==> config.mk <==
export PLATFORM = sky130hd
export DESIGN_NAME = uart_rx_cfg
export DESIGN_NICKNAME = d
export VERILOG_FILES = /design/src/rtl/uart_rx_cfg.sv
export SDC_FILE = /design/constraint.sdc
export NUM_CORES = 1
export LEC_CHECK = 0
export CAP_MARGIN = 20
export CELL_PAD_IN_SITES_DETAIL_PLACEMENT = 0
export CELL_PAD_IN_SITES_GLOBAL_PLACEMENT = 1
export CORE_ASPECT_RATIO = 1.4
export CORE_MARGIN = 2
export CORE_UTILIZATION = 40
export CTS_BUF_LIST = sky130_fd_sc_hd__clkbuf_8 sky130_fd_sc_hd__clkbuf_16
export DETAILED_ROUTE_END_ITERATION = 12
export PLACE_DENSITY = 0.83
export SETUP_SLACK_MARGIN = 0.5
export SLEW_MARGIN = 15
export SYNTH_ARGS = -nofsm -noshare
export SYNTH_HDL_FRONTEND = slang
export SYNTH_SLANG_ARGS = --single-unit
==> constraint.sdc <==
create_clock -name clk -period 2.5 [get_ports clk]
set_input_delay 0.5 -clock clk [delete_from_list [all_inputs] [get_ports clk]]
set_output_delay 0.5 -clock clk [all_outputs]
set_load 0.01 [all_outputs]
==> src/rtl/uart_rx_cfg.sv <==
// Configurable UART receiver: 2-flop synchroniser, mid-bit sampling, parity/framing
// checks and a valid/ready output register with overrun detection.
module uart_rx_cfg #(
  parameter int CLKS_PER_BIT = 722,
  parameter int DATA_BITS    = 8,
  parameter int LSB_FIRST    = 1,
  parameter int PARITY       = 0,
  parameter int STOP_BITS    = 1
) (
  input  logic                 clk,
  input  logic                 rst,
  input  logic                 i_data,
  output logic [DATA_BITS-1:0] o_data,
  output logic                 o_valid,
  input  logic                 i_ready,
  output logic                 o_parity_err,
  output logic                 o_frame_err,
  output logic                 o_overrun,
  output logic                 o_busy
);

  localparam int CW = $clog2(CLKS_PER_BIT);
  localparam int BW = $clog2(DATA_BITS);
  localparam logic [CW-1:0] CNT_HALF = CW'(CLKS_PER_BIT / 2 - 1);
  localparam logic [CW-1:0] CNT_FULL = CW'(CLKS_PER_BIT - 1);
  localparam logic [BW-1:0] BIT_LAST = BW'(DATA_BITS - 1);
  localparam logic          ODD      = 1'(PARITY == 1);

  typedef enum logic [2:0] {
    IDLE,
    START,
    DATA,
    PAR,
    STOP,
    WAIT_HIGH
  } state_t;

  state_t                 state_reg;
  logic [1:0]             sync_reg;
  logic [CW-1:0]          cnt_reg;
  logic [BW-1:0]          bit_cnt_reg;
  logic                   stop_cnt_reg;
  logic [DATA_BITS-1:0]   shift_reg;
  logic                   perr_reg;
  logic                   ferr_reg;
  logic [DATA_BITS-1:0]   data_reg;
  logic                   valid_reg;
  logic                   perr_out_reg;
  logic                   ferr_out_reg;
  logic                   overrun_reg;
  logic                   rxd;

  assign rxd = sync_reg[1];

  always_ff @(posedge clk) begin
    if (rst) begin
      sync_reg     <= 2'b11;
      state_reg    <= IDLE;
      cnt_reg      <= '0;
      bit_cnt_reg  <= '0;
      stop_cnt_reg <= 1'b0;
      shift_reg    <= '0;
      perr_reg     <= 1'b0;
      ferr_reg     <= 1'b0;
      data_reg     <= '0;
      valid_reg    <= 1'b0;
      perr_out_reg <= 1'b0;
      ferr_out_reg <= 1'b0;
      overrun_reg  <= 1'b0;
    end else begin
      sync_reg <= {sync_reg[0], i_data};

      // Handshake clear; a coinciding load below overrides it.
      if (valid_reg && i_ready) begin
        valid_reg   <= 1'b0;
        overrun_reg <= 1'b0;
      end

      unique case (state_reg)
        IDLE: begin
          cnt_reg <= '0;
          if (!rxd) state_reg <= START;
        end
        START: begin
          if (cnt_reg == CNT_HALF) begin
            cnt_reg      <= '0;
            bit_cnt_reg  <= '0;
            stop_cnt_reg <= 1'b0;
            perr_reg     <= 1'b0;
            ferr_reg     <= 1'b0;
            state_reg    <= rxd ? IDLE : DATA;
          end else begin
            cnt_reg <= cnt_reg + 1'b1;
          end
        end
        DATA: begin
          if (cnt_reg == CNT_FULL) begin
            cnt_reg <= '0;
            if (LSB_FIRST != 0) shift_reg <= {rxd, shift_reg[DATA_BITS-1:1]};
            else                shift_reg <= {shift_reg[DATA_BITS-2:0], rxd};
            if (bit_cnt_reg == BIT_LAST) state_reg <= (PARITY != 0) ? PAR : STOP;
            else                         bit_cnt_reg <= bit_cnt_reg + 1'b1;
          end else begin
            cnt_reg <= cnt_reg + 1'b1;
          end
        end
        PAR: begin
          if (cnt_reg == CNT_FULL) begin
            cnt_reg   <= '0;
            perr_reg  <= (^shift_reg) ^ rxd ^ ODD;
            state_reg <= STOP;
          end else begin
            cnt_reg <= cnt_reg + 1'b1;
          end
        end
        STOP: begin
          if (cnt_reg == CNT_FULL) begin
            cnt_reg <= '0;
            if (STOP_BITS == 1 || stop_cnt_reg) begin
              data_reg     <= shift_reg;
              perr_out_reg <= perr_reg;
              ferr_out_reg <= ferr_reg | ~rxd;
              valid_reg    <= 1'b1;
              overrun_reg  <= valid_reg & ~i_ready;
              state_reg    <= rxd ? IDLE : WAIT_HIGH;
            end else begin
              stop_cnt_reg <= 1'b1;
              ferr_reg     <= ferr_reg | ~rxd;
            end
          end else begin
            cnt_reg <= cnt_reg + 1'b1;
          end
        end
        WAIT_HIGH: begin
          // A held break must not retrigger START.
          if (rxd) state_reg <= IDLE;
        end
        default: state_reg <= IDLE;
      endcase
    end
  end

  assign o_data       = data_reg;
  assign o_valid      = valid_reg;
  assign o_parity_err = perr_out_reg;
  assign o_frame_err  = ferr_out_reg;
  assign o_overrun    = overrun_reg;
  assign o_busy       = (state_reg != IDLE);

endmodule
## Word level (Yosys, flattened, before mapping)

Index checks and enable logic that the tools add are counted.

- Output and inout port bits: 13
- Bits in latches: 0
- Word-level logic and storage cells: 72
- Bits of input ports: 4
- RAM bits: 0
- Memories kept: 0
- ROM bits: 0
- Register bits after elaboration: 39

- $lt $le $gt $ge: 0
- Multipliers: 0
- Bitwise logic cells: 4
- Equality and inequality tests: 16
- Add/sub/neg operators: 2
- Reductions and logical operators: 13
- Multiplexer cells: 26
- Shift-type cells: 0
- Divide/modulo/power cells: 0

Operators by type and width:

| kind | number |
|---|---|
| two-way mux 3 bit | 11 |
| case mux 10 bit (3 select lines) | 1 |
| two-way mux 10 bit | 2 |
| case mux 3 bit (6 select lines) | 1 |
| inequality test 2 bit (second input constant) | 8 |
| adder 10 x 1 -> 10 bit (second input constant) | 1 |
| == test 10 bit (second input constant) | 1 |
| == test 10 x 9 -> 1 bit (second input constant) | 1 |
| == test 3 bit (second input constant) | 3 |
| two-way mux 1 bit | 8 |
| parity 8 bit | 1 |
| AND reduction 7 bit | 1 |
| == test 3 x 2 -> 1 bit (second input constant) | 2 |
| case mux 3 bit (2 select lines) | 1 |
| nonzero test 3 bit | 2 |
| AND reduction 2 bit | 2 |
| AND reduction 4 bit | 1 |
| nonzero test 2 bit | 2 |
| adder 3 x 1 -> 3 bit (second input constant) | 1 |
| == test 3 x 1 -> 1 bit (second input constant) | 1 |
| zero test 3 bit | 1 |
| AND reduction 3 bit | 1 |
| OR reduction 3 bit | 1 |
| two-way mux 2 bit | 1 |
| 5 further kinds | 6 |

## Depth between registers and ports, before layout

Gate-level depths: netlist of the first run.

- Depth after elaboration: 4
- Mapped depth: 8

## Least setup slack after synthesis of the first run

Ideal clock, no wire load.

- Path type: reg2reg
- Start: reg cnt_reg[0]
- End: reg cnt_reg[7]
- Stages on the path, launching flop included: 8
- Clock period less this slack: 1.892 ns
- Slack: 0.608 ns
- Arrival: 1.821 ns
- Buffers on the path: 0
- Cell sequence: dfxtp_1 -> inv_1 -> ha_1 -> and4_1 -> a41o_1 -> o21a_4 -> or4b_1 -> a21oi_1

- Longest elaborated chain between the ends: 3

RTL lines:

| item | RTL line | text |
|---|---|---|
| from (decl) | 40 | `logic [CW-1:0] cnt_reg;` |
| from (signal assigned) | 93 | `cnt_reg <= cnt_reg + 1'b1;` |
| from (signal assigned) | 104 | `cnt_reg <= cnt_reg + 1'b1;` |
| from (signal assigned) | 113 | `cnt_reg <= cnt_reg + 1'b1;` |
| adder 10 x 1 -> 10 bit, or another cell as far along | -- |  |
| two-way mux 10 bit, on equally long branches | -- |  |
| case mux 10 bit (3 select lines) * | 79 | `unique case (state_reg)` |

Every way passes the cells marked *; elsewhere a longest branch is shown, timed or not.
A chain may end at the register's enable or synchronous reset.

## Worst setup path after layout of the first run

Same ends and word-level chain as after synthesis.

==> results of run 1 <==
path summary, 6_finish.rpt:
path	from	to	slack, ns
worst max-delay path	cnt_reg[0]$_SDFFE_PP0P_	cnt_reg[7]$_SDFFE_PP0P_	0.55
worst min-delay path	sync_reg[0]$_SDFF_PP1_	sync_reg[1]$_SDFF_PP1_	0.42
worst max register to register	cnt_reg[0]$_SDFFE_PP0P_	cnt_reg[7]$_SDFFE_PP0P_	0.55
worst min register to register	sync_reg[0]$_SDFF_PP1_	sync_reg[1]$_SDFF_PP1_	0.42
routing by layer:
layer  GRT usage, %  share of wire [%]  routed length [um]  vias up
li1               -                  -                   -      798
met3           3.85                3.9                 155        6
met4           4.55                1.3                  52        0
met2           26.6                 52                2060       36
met1           20.8                 42                1660      753
met5              0                  0                   0        -
metrics by stage:
step,cell area (sq um),utilization (%),instances
floorplan,1840,-,214
global placement,2080,46.7,288
detailed placement,2080,46.7,288
CTS,2180,48.8,296
global route,2220,49.8,301
finish,2220,49.8,301
critical path, stage by stage (launching register included):
cell and delay (ns):
dfxtp_4 0.37, inv_1 0.04, ha_1 0.17, and4_1 0.19
a41o_1 0.29, o21a_4 0.16, or4b_1 0.52, a21oi_1 0.13
power by group through the flow:
stage | clock network, W | registers, W | logic [W]
finish | 0.000402 | 0.000623 | 0.0000308
global route | 0.000445 | 0.000623 | 0.0000341
CTS | 0.000414 | 0.000625 | 0.0000308
detailed placement | 0 | 0.000639 | 0.0000305
global placement | 0 | 0.000639 | 0.0000303
floorplan | 0 | 0.000638 | 0.0000198
Yosys cell counts:
| library cell | n | area share [%] |
|---|---|---|
| nor3_1 | 3 | 0.82 |
| o41ai_1 | 1 | 0.48 |
| dfxtp_1 | 39 | 43 |
| or3b_1 | 1 | 0.48 |
| o21a_1 | 1 | 0.41 |
| nand3_1 | 21 | 5.7 |
| or3_1 | 5 | 1.7 |
| a2111oi_0 | 1 | 0.48 |
| nor2_1 | 22 | 4.5 |
| nor3b_1 | 1 | 0.41 |
| and3_1 | 2 | 0.68 |
| xor2_1 | 1 | 0.48 |
| o211a_1 | 1 | 0.54 |
| or4b_1 | 1 | 0.54 |
| clkbuf_1 | 8 | 1.6 |
| o21a_4 | 1 | 0.82 |
| or2_2 | 3 | 1.0 |
| nor4bb_1 | 1 | 0.54 |
| buf_4 | 1 | 0.41 |
| ha_1 | 5 | 3.4 |
| nand4_1 | 1 | 0.34 |
| o21ai_0 | 4 | 1.1 |
| a211oi_1 | 1 | 0.41 |
| o2111ai_1 | 1 | 0.48 |
| a22oi_1 | 1 | 0.41 |
| nor2b_1 | 3 | 1.0 |
| nand2b_1 | 5 | 1.7 |
| buf_2 | 1 | 0.27 |
| a211o_1 | 1 | 0.48 |
| o21ai_1 | 1 | 0.27 |
| nand2_1 | 24 | 4.9 |
| xnor3_1 | 1 | 1.2 |
| o31ai_1 | 1 | 0.41 |
| a31oi_1 | 6 | 2.0 |
| inv_1 | 4 | 0.82 |
| a41o_1 | 1 | 0.54 |
| nand4b_1 | 1 | 0.48 |
| xnor2_1 | 6 | 2.9 |
| and4_1 | 1 | 0.48 |
| or3b_2 | 1 | 0.48 |
| mux2i_1 | 13 | 7.1 |
| a21oi_1 | 17 | 4.6 |
layout by cell type, fill, tap and decap left out, drive strengths merged, types with 2 or more instances in the layout:
cell,netlist,layout
a21oi,17,17
a31oi,6,6
and3,2,2
buf,2,11
clkbuf,8,5
clkdlybuf4s50,0,16
dfxtp,39,39
ha,5,5
inv,4,6
mux2i,13,13
nand2,24,24
nand2b,5,5
nand3,21,21
nor2,22,22
nor2b,3,3
nor3,3,3
o21a,2,2
o21ai,5,5
or2,3,3
or3,5,5
or3b,2,2
xnor2,6,6
kinds of logic after synthesis:
family / count (synthesis) / synth area share, %
buf+inv: 14 / 3.13
simple gates: 96 / 25.8
xor+xnor: 8 / 4.56
compound gates: 39 / 13.5
fa+ha+maj: 5 / 3.41
flops: 39 / 42.5
mux: 13 / 7.08
what timing repair did:
action | 4_1_cts | 5_1_grt
setup buffers | 0 | 5
pin swaps | 0 | 2
setup endpoints to repair | 4 | 4
gates resized for setup | 6 | 4
cloned | 0 | 0
layout make-up:
type | count | area, sq um | area share [%]
flip-flops and latches | 39 | 792 | 35.6
clock buffers | 5 | 68.8 | 3.09
clock inverters | 3 | 12.5 | 0.562
repair buffers | 27 | 243 | 10.9
inverters | 4 | 15.0 | 0.675
multi-input cells | 161 | 1020 | 45.7
well taps | 62 | 77.6 | 3.49
==> impl_metrics.ini, run 1 <==
[clock_network]
clk_pin_slew_worst_paths_ns = 0.07
clock-sinks = 39
ctsHoldBuffers = 0
clock_path_buffers = 2
clk_latency_ns = 0.29
cts_tree = built
cts_root_buf = clkbuf_8
cts_made_buffers = 5
h-tree-depth = 2

[sta]
min_period_over_period_pct = 77.8
timing.setup.tns_ns = 0
fin_crit_ns = 1.95
maxSlewViolCount = 0
slew_headroom_pct = 53.5
layout_setup_ws_ns = 0.554
clock.fmax_mhz = 514
whs_ns = 0.417
fin_skew_ns = 0.00898
rsz0062_at_grt = yes
tightest_slew_ns = 0.696
hold_viol = 0
setup_viol = 0

[synth]
synth.avg_cell_area_sq_um = 8.58
ys_ff_latch = 39
yosysSeqAreaShare_pct = 42.5
synth_cell_type_count = 42
synth_fp_nets = 223
yosysWarnings = 0
syn-cell-area_sq_um = 1840
syn_inst = 214

[grt]
grt_usage_pct = 16.2
grt_pass1_vias = 1473
grt_pass1_wl_mm = 6.54
antenna_found_initial = 0
grt_max_degree = 20
grt.overflow.total = 0

[placement]
hpwl_mm = 2.71
io_buffers = 16
place_congestion = 0.801
dp_slack_ns = 0.484

[final_layout]
syn2layout_area_growth_pct = 21.1
drive_gt1_share_pct = 12.6
nNetsFinal = 247
n_antenna_cell = 0
fillers = 459
largest_reg_flops = 10

[die]
core_area_sq_um = 4460
die_x_um = 61.3
start_util_pct = 41.2
fp.dieH_um = 84.2
fp.dieArea_sq_um = 5160
rows = 29
ios = 17

[power_and_ir_drop]
p_int_w = 0.000821
switching_share_pct = 22.2
combPwrFrac_pct = 2.9
finalPower_w = 0.00106
cellPowerDensity_nw_per_um2 = 474
clkPwrFrac_pct = 38.1
seqPwrFrac_pct = 59.0
leakage_nw = 0.847
p_switching_w = 0.000234
vdd_drop_max_mv = 0.388

[worst_setup_path]
endpoint_kind = flip-flop
worstPathArrival_ns = 2.16
worst-setup-path-type = flip-flop to flip-flop
worstSetupStartpointType = flip-flop
worstRegToRegCells = 7
crit_fanout = 8
cp.required_ns = 2.71

[routing]
drc = 0
vias_per_cell = 5.29
routedWlPerCell_um = 13.0
drtAntennaViolNets = 0
num_vias = 1593
drt_pass1_iterations = 4
wl_mm = 3.93
drtIter0Drc = 47

[worst_hold_path]
holdPathStages = 1
hold_path.class = flip-flop to flip-flop

[run_status]
status = complete, no violations

[job]
cap_violations = 0
Power figures use the tool's default switching activity.
==> run 2: changes to the inputs <==
--- a/config.mk
+++ b/config.mk
@@ -10,7 +10,7 @@
 export CELL_PAD_IN_SITES_GLOBAL_PLACEMENT = 1
 export CORE_ASPECT_RATIO = 1.4
 export CORE_MARGIN = 2
-export CORE_UTILIZATION = 40
+export CORE_UTILIZATION = 38
 export CTS_BUF_LIST = sky130_fd_sc_hd__clkbuf_8 sky130_fd_sc_hd__clkbuf_16
 export DETAILED_ROUTE_END_ITERATION = 12
 export PLACE_DENSITY = 0.83
==> constraint.sdc (replaced) <==
create_clock -name clk -period 1.7 [get_ports clk]
set_input_delay 0.34 -clock clk [delete_from_list [all_inputs] [get_ports clk]]
set_output_delay 0.34 -clock clk [all_outputs]
set_load 0.01 [all_outputs]
==> run 2 against run 1 <==
Effect of this change: the flow now finishes with violations (setup timing); sequential share of layout area shrank 5.7 points; die area is 5.0% higher; first-iteration DRC count is 140% higher; total power rose by 66%; register-to-register slack got worse by 0.64 ns; cell count increased by 10%; combinational power grew 110%; highest routed layer unchanged.
==> impl_metrics.ini, run 2 (synthesis gave the netlist of run 1 again) <==
[run_status]
status = finished with violations
violations = setup timing

[routing]
drtIter0Drc = 113
routedWlPerCell_um = 13.8
drtAntennaViolNets = 0
num_vias = 1741
vias_per_cell = 5.24
wl_mm = 4.59
drc = 0
drt_pass1_iterations = 5

[worst_setup_path]
worst-setup-path-type = flip-flop to flip-flop
critPathSlowestCell = or4b_4
worstPathArrival_ns = 2.01
critPathMaxStageDelay_ns = 0.51
r2r_slack_ns = -0.08
worstSetupStartpointType = flip-flop
worstRegToRegCells = 5
cp_cell_sequence = or3b_4, a41o_1, o21a_4, or4b_4, a21oi_2
cp.required_ns = 1.93
endpoint_kind = flip-flop
crit_fanout = 4

[power_and_ir_drop]
leakage_nw = 1.09
cellPowerDensity_nw_per_um2 = 652
vdd_drop_max_mv = 0.435

[final_layout]
drive_gt1_share_pct = 41.5
mostFrequentLayoutCell = buf_4
final_cells = 332
largest_reg_flops = 10
final_area_sq_um = 2690
nNetsFinal = 278
final_cell_mix = buf_4, dfxtp_1, nor2_1, nand3_1, nand2_1
syn2layout_area_growth_pct = 46.3
n_antenna_cell = 0

[clock_network]
h-tree-depth = 2
cts_made_buffers = 5
clock-sinks = 39
cts_tree = built
clk_latency_ns = 0.29
clk_pin_slew_worst_paths_ns = 0.08
cts_root_buf = clkbuf_8
clock_path_buffers = 2

[sta]
fin_skew_ns = 0.00526
rsz0062_at_grt = yes
maxSlewViolCount = 0
clock.fmax_mhz = 561
setup_viol = 6
fin_crit_ns = 1.78
layout_setup_ws_ns = -0.0831
hold_viol = 0
slew_headroom_pct = 77.7
min_period_over_period_pct = 105
tightest_slew_ns = 0.333

[placement]
hpwl_mm = 2.86
dpl_cell_area_sq_um = 2280
placed_cells = 309
place_congestion = 0.869
io_buffers = 16
dp_slack_ns = -0.131

[grt]
grt_max_degree = 43
grt_pass1_wl_mm = 7.27
grt.overflow.total = 0
grt_pass1_vias = 1567
antenna_found_initial = 0
grt_usage_pct = 16.7

[die]
rows = 29
fp.dieH_um = 86.3
core_area_sq_um = 4610
start_util_pct = 39.9
die_x_um = 62.8
ios = 17
fp.dieArea_sq_um = 5410

[worst_hold_path]
hold_path.class = flip-flop to flip-flop
holdPathStages = 1

[job]
cap_violations = 0
## run 2: changes by cell type in the layout (fill, tap and decap cells not counted), moves of 5 or more
cell | before | now
nand2_1 | 24 | 17
buf_2 | 0 | 8
clkdlybuf4s50_1 | 16 | 3
nand2_2 | 0 | 5
dfxtp_1 | 34 | 22
dfxtp_2 | 3 | 16
buf_6 | 0 | 5
buf_4 | 11 | 33
## run 2: layer usage
metal	share of wire [%]	wire, um	up-vias	global-route usage [%]
met5	0	0	-	0
met4	3.2	148	0	7.27
met3	3.2	147	16	3.51
met2	54	2450	39	30.4
met1	40	1840	822	18.9
li1	-	-	864	-
## run 2: repair_timing
action / CTS / global route
pin swaps: 7 / 17
gates cloned: 0 / 2
setup endpoints to repair: 50 / 50
hold buffers: 0 / 0
buffers inserted: 6 / 7
hold endpoints to repair: 0 / 0
resized for setup: 56 / 51
## run 2: critical path: cells and delay by family (launching register included)
family	cells	cell delay, ns
AOI/OAI and AO/OA	3	0.49
and+or+nand+nor	2	0.88
DFF	1	0.36
## run 2: final timing paths
check,startpoint,endpoint
worst max-delay path,state_reg[1]$_SDFFE_PP0P_,cnt_reg[7]$_SDFFE_PP0P_
worst min register to register,sync_reg[0]$_SDFF_PP1_,sync_reg[1]$_SDFF_PP1_
worst max register to register,state_reg[1]$_SDFFE_PP0P_,cnt_reg[7]$_SDFFE_PP0P_
worst min-delay path,sync_reg[0]$_SDFF_PP1_,sync_reg[1]$_SDFF_PP1_
## run 2: cell type report
| type | instances | area, sq um |
|---|---|---|
| inverters | 4 | 15.0 |
| repair buffers | 58 | 518 |
| fillers | 410 | 1920 |
| clock buffers | 5 | 68.8 |
| well taps | 62 | 77.6 |
| multi-input cells | 161 | 1160 |
| clock inverters | 3 | 43.8 |
| flip-flops and latches | 39 | 805 |
## run 2: power by group
part           switching [W]  internal, W
sequential        0.00000297     0.000913
clock               0.000335     0.000437
combinational      0.0000334    0.0000305
## run 2: through the flow
stage	util [%]	hold slack (ns)	setup TNS, ns	power, W
final	58.3	0.420	-0.227	0.00175
after global routing	58.3	0.434	-1.45	0.00181
after CTS	54.4	0.421	-0.205	0.00176
after detailed placement	49.4	0.403	-1.81	0.000992
after global placement	49.4	0.392	-0.606	0.000991
after floorplan	-	0.389	-0.132	0.000968
==> run 3: changes to the inputs <==
--- a/config.mk
+++ b/config.mk
@@ -6,11 +6,11 @@
 export NUM_CORES = 1
 export LEC_CHECK = 0
 export CAP_MARGIN = 20
-export CELL_PAD_IN_SITES_DETAIL_PLACEMENT = 0
-export CELL_PAD_IN_SITES_GLOBAL_PLACEMENT = 1
+export CELL_PAD_IN_SITES_DETAIL_PLACEMENT = 2
+export CELL_PAD_IN_SITES_GLOBAL_PLACEMENT = 2
 export CORE_ASPECT_RATIO = 1.4
 export CORE_MARGIN = 2
-export CORE_UTILIZATION = 38
+export CORE_UTILIZATION = 31
 export CTS_BUF_LIST = sky130_fd_sc_hd__clkbuf_8 sky130_fd_sc_hd__clkbuf_16
 export DETAILED_ROUTE_END_ITERATION = 12
 export PLACE_DENSITY = 0.83
==> run 3 against run 2 <==
Effect of this change: clock power up 8.8%; count of clock-buffer cells in the layout did not move; maximum frequency shrank 7.4%; utilization is 6.5 points lower; worst setup slack got worse by 0.14 ns; the flow still finishes with violations (setup timing); cell count is 5.4% higher; worst hold slack better by 0.0045 ns; clock skew up 0.0043 ns; first-iteration DRC count decreased by 32%; highest routed layer unchanged.
==> impl_metrics.ini, run 3 (synthesis gave the netlist of run 1 again) <==
[routing]
vias_per_cell = 5.46
routedWlPerCell_um = 25.3
drt_pass1_iterations = 4
drc = 0
num_vias = 1911
drtIter0Drc = 77
wl_mm = 8.85
drtAntennaViolNets = 0

[sta]
timing.setup.tns_ns = -4.91
fin_crit_ns = 1.93
slew_headroom_pct = 65.2
rsz0062_at_grt = yes
tightest_slew_ns = 0.521
setup_viol = 37
hold_viol = 0
min_period_over_period_pct = 113
layout_setup_ws_ns = -0.226
whs_ns = 0.424
fin_skew_ns = 0.00959
maxSlewViolCount = 0
clock.fmax_mhz = 519

[worst_setup_path]
worstSetupStartpointType = flip-flop
critPathSlowestCell = a2111oi_2
worstRegToRegCells = 6
endpoint = state_reg[1]$_SDFFE_PP0P_
crit_fanout = 3
r2r_slack_ns = -0.23
endpoint_kind = flip-flop
startpoint = bit_cnt_reg[0]$_SDFFE_PP0P_
cp_cell_sequence = ha_1, ha_1, a2111oi_2, a31oi_2, a211o_1, o41ai_4
cp_common_cell = ha_1
cp.required_ns = 1.92
worst-setup-path-type = flip-flop to flip-flop
r2r-start = bit_cnt_reg[0]$_SDFFE_PP0P_
r2r_end = state_reg[1]$_SDFFE_PP0P_
critPathMaxStageDelay_ns = 0.41
worstPathArrival_ns = 2.15

[clock_network]
clock-sinks = 39
clk_pin_slew_worst_paths_ns = 0.09
h-tree-depth = 2
clock_path_buffers = 2
ctsHoldBuffers = 0
clk_latency_ns = 0.32
cts_made_buffers = 5
cts_root_buf = clkbuf_8
cts_tree = built

[final_layout]
drive_gt1_share_pct = 55.0
largest_reg_flops = 10
syn2layout_area_growth_pct = 63.1
final_area_sq_um = 3000
mostFrequentLayoutCell = buf_4
n_antenna_cell = 0
final_cell_mix = buf_4, dfxtp_1, nor2_1
final_util_pct = 51.8
nNetsFinal = 288
fillers = 606

[die]
fp.dieArea_sq_um = 6570
core_area_sq_um = 5780
fp.dieH_um = 95.1
rows = 33
die_x_um = 69.1
ios = 17
start_util_pct = 31.8

[placement]
hpwl_mm = 4.31
dpl_cell_area_sq_um = 2350
place_congestion = 0.760
dp_slack_ns = -0.270
io_buffers = 16

[run_status]
status = finished with violations
violations = setup timing

[grt]
grt.overflow.total = 0
antenna_found_initial = 0
grt_usage_pct = 22.7
grt_pass1_vias = 2156
grt_pass1_wl_mm = 11.4
grt_max_degree = 43

[power_and_ir_drop]
vdd_drop_max_mv = 0.441
leakage_nw = 1.17
cellPowerDensity_nw_per_um2 = 615

[worst_hold_path]
hold_path.class = flip-flop to flip-flop

[job]
cap_violations = 0
## run 3: final cells by class
cell class / count / area [sq um] / share of cell area [%]
multi-input cells: 161 / 1400 / 46.7
clock buffers: 5 / 68.8 / 2.30
clock inverters: 3 / 43.8 / 1.46
inverters: 4 / 15.0 / 0.501
well taps: 70 / 87.6 / 2.92
repair buffers: 68 / 578 / 19.3
flip-flops and latches: 39 / 803 / 26.8
## run 3: how the worst min path moves through the flow
stage	from	to	slack, ns	cells after the start
floorplan	sync_reg[0]$_SDFF_PP1_	sync_reg[1]$_SDFF_PP1_	0.39	1
global placement	sync_reg[0]$_SDFF_PP1_	sync_reg[1]$_SDFF_PP1_	0.40	1
detailed placement	sync_reg[0]$_SDFF_PP1_	sync_reg[1]$_SDFF_PP1_	0.40	1
CTS	sync_reg[0]$_SDFF_PP1_	sync_reg[1]$_SDFF_PP1_	0.42	1
global route	sync_reg[0]$_SDFF_PP1_	sync_reg[1]$_SDFF_PP1_	0.43	1
finish	sync_reg[0]$_SDFF_PP1_	sync_reg[1]$_SDFF_PP1_	0.42	1
## run 3: where the power goes
part,total (W),internal [W],switching [W]
sequential,0.000917,0.000915,0.00000254
clock,0.000840,0.000438,0.000402
combinational,0.0000842,0.0000345,0.0000497
total,0.00184,0.00139,0.000454
## run 3: metal layers
layer / track usage [%] / part of all wire, %
met5: 0 / 0
met4: 10.5 / 4.3
met3: 3.91 / 2.4
met2: 44.6 / 56
met1: 23.1 / 37
## run 3: metrics by stage
stage	power, W	std cells
2_1_floorplan	0.000968	214
3_3_place_gp	0.000996	326
3_5_place_dp	0.000998	326
4_1_cts	0.00181	345
5_1_grt	0.00189	350
6_report	0.00184	350
## run 3: what timing repair did
item	in CTS	in global routing
setup endpoints to repair	50	41
gates cloned	1	0
setup buffers	10	5
resized for setup	109	64
pin swaps	20	36
## run 3: worst max-delay path, delay by kind of cell (launching register included)
kind / cells / cell delay, ns
flip-flops: 1 / 0.35
AO/OA/AOI/OAI: 4 / 1.01
adder cells (fa/ha/maj): 2 / 0.46
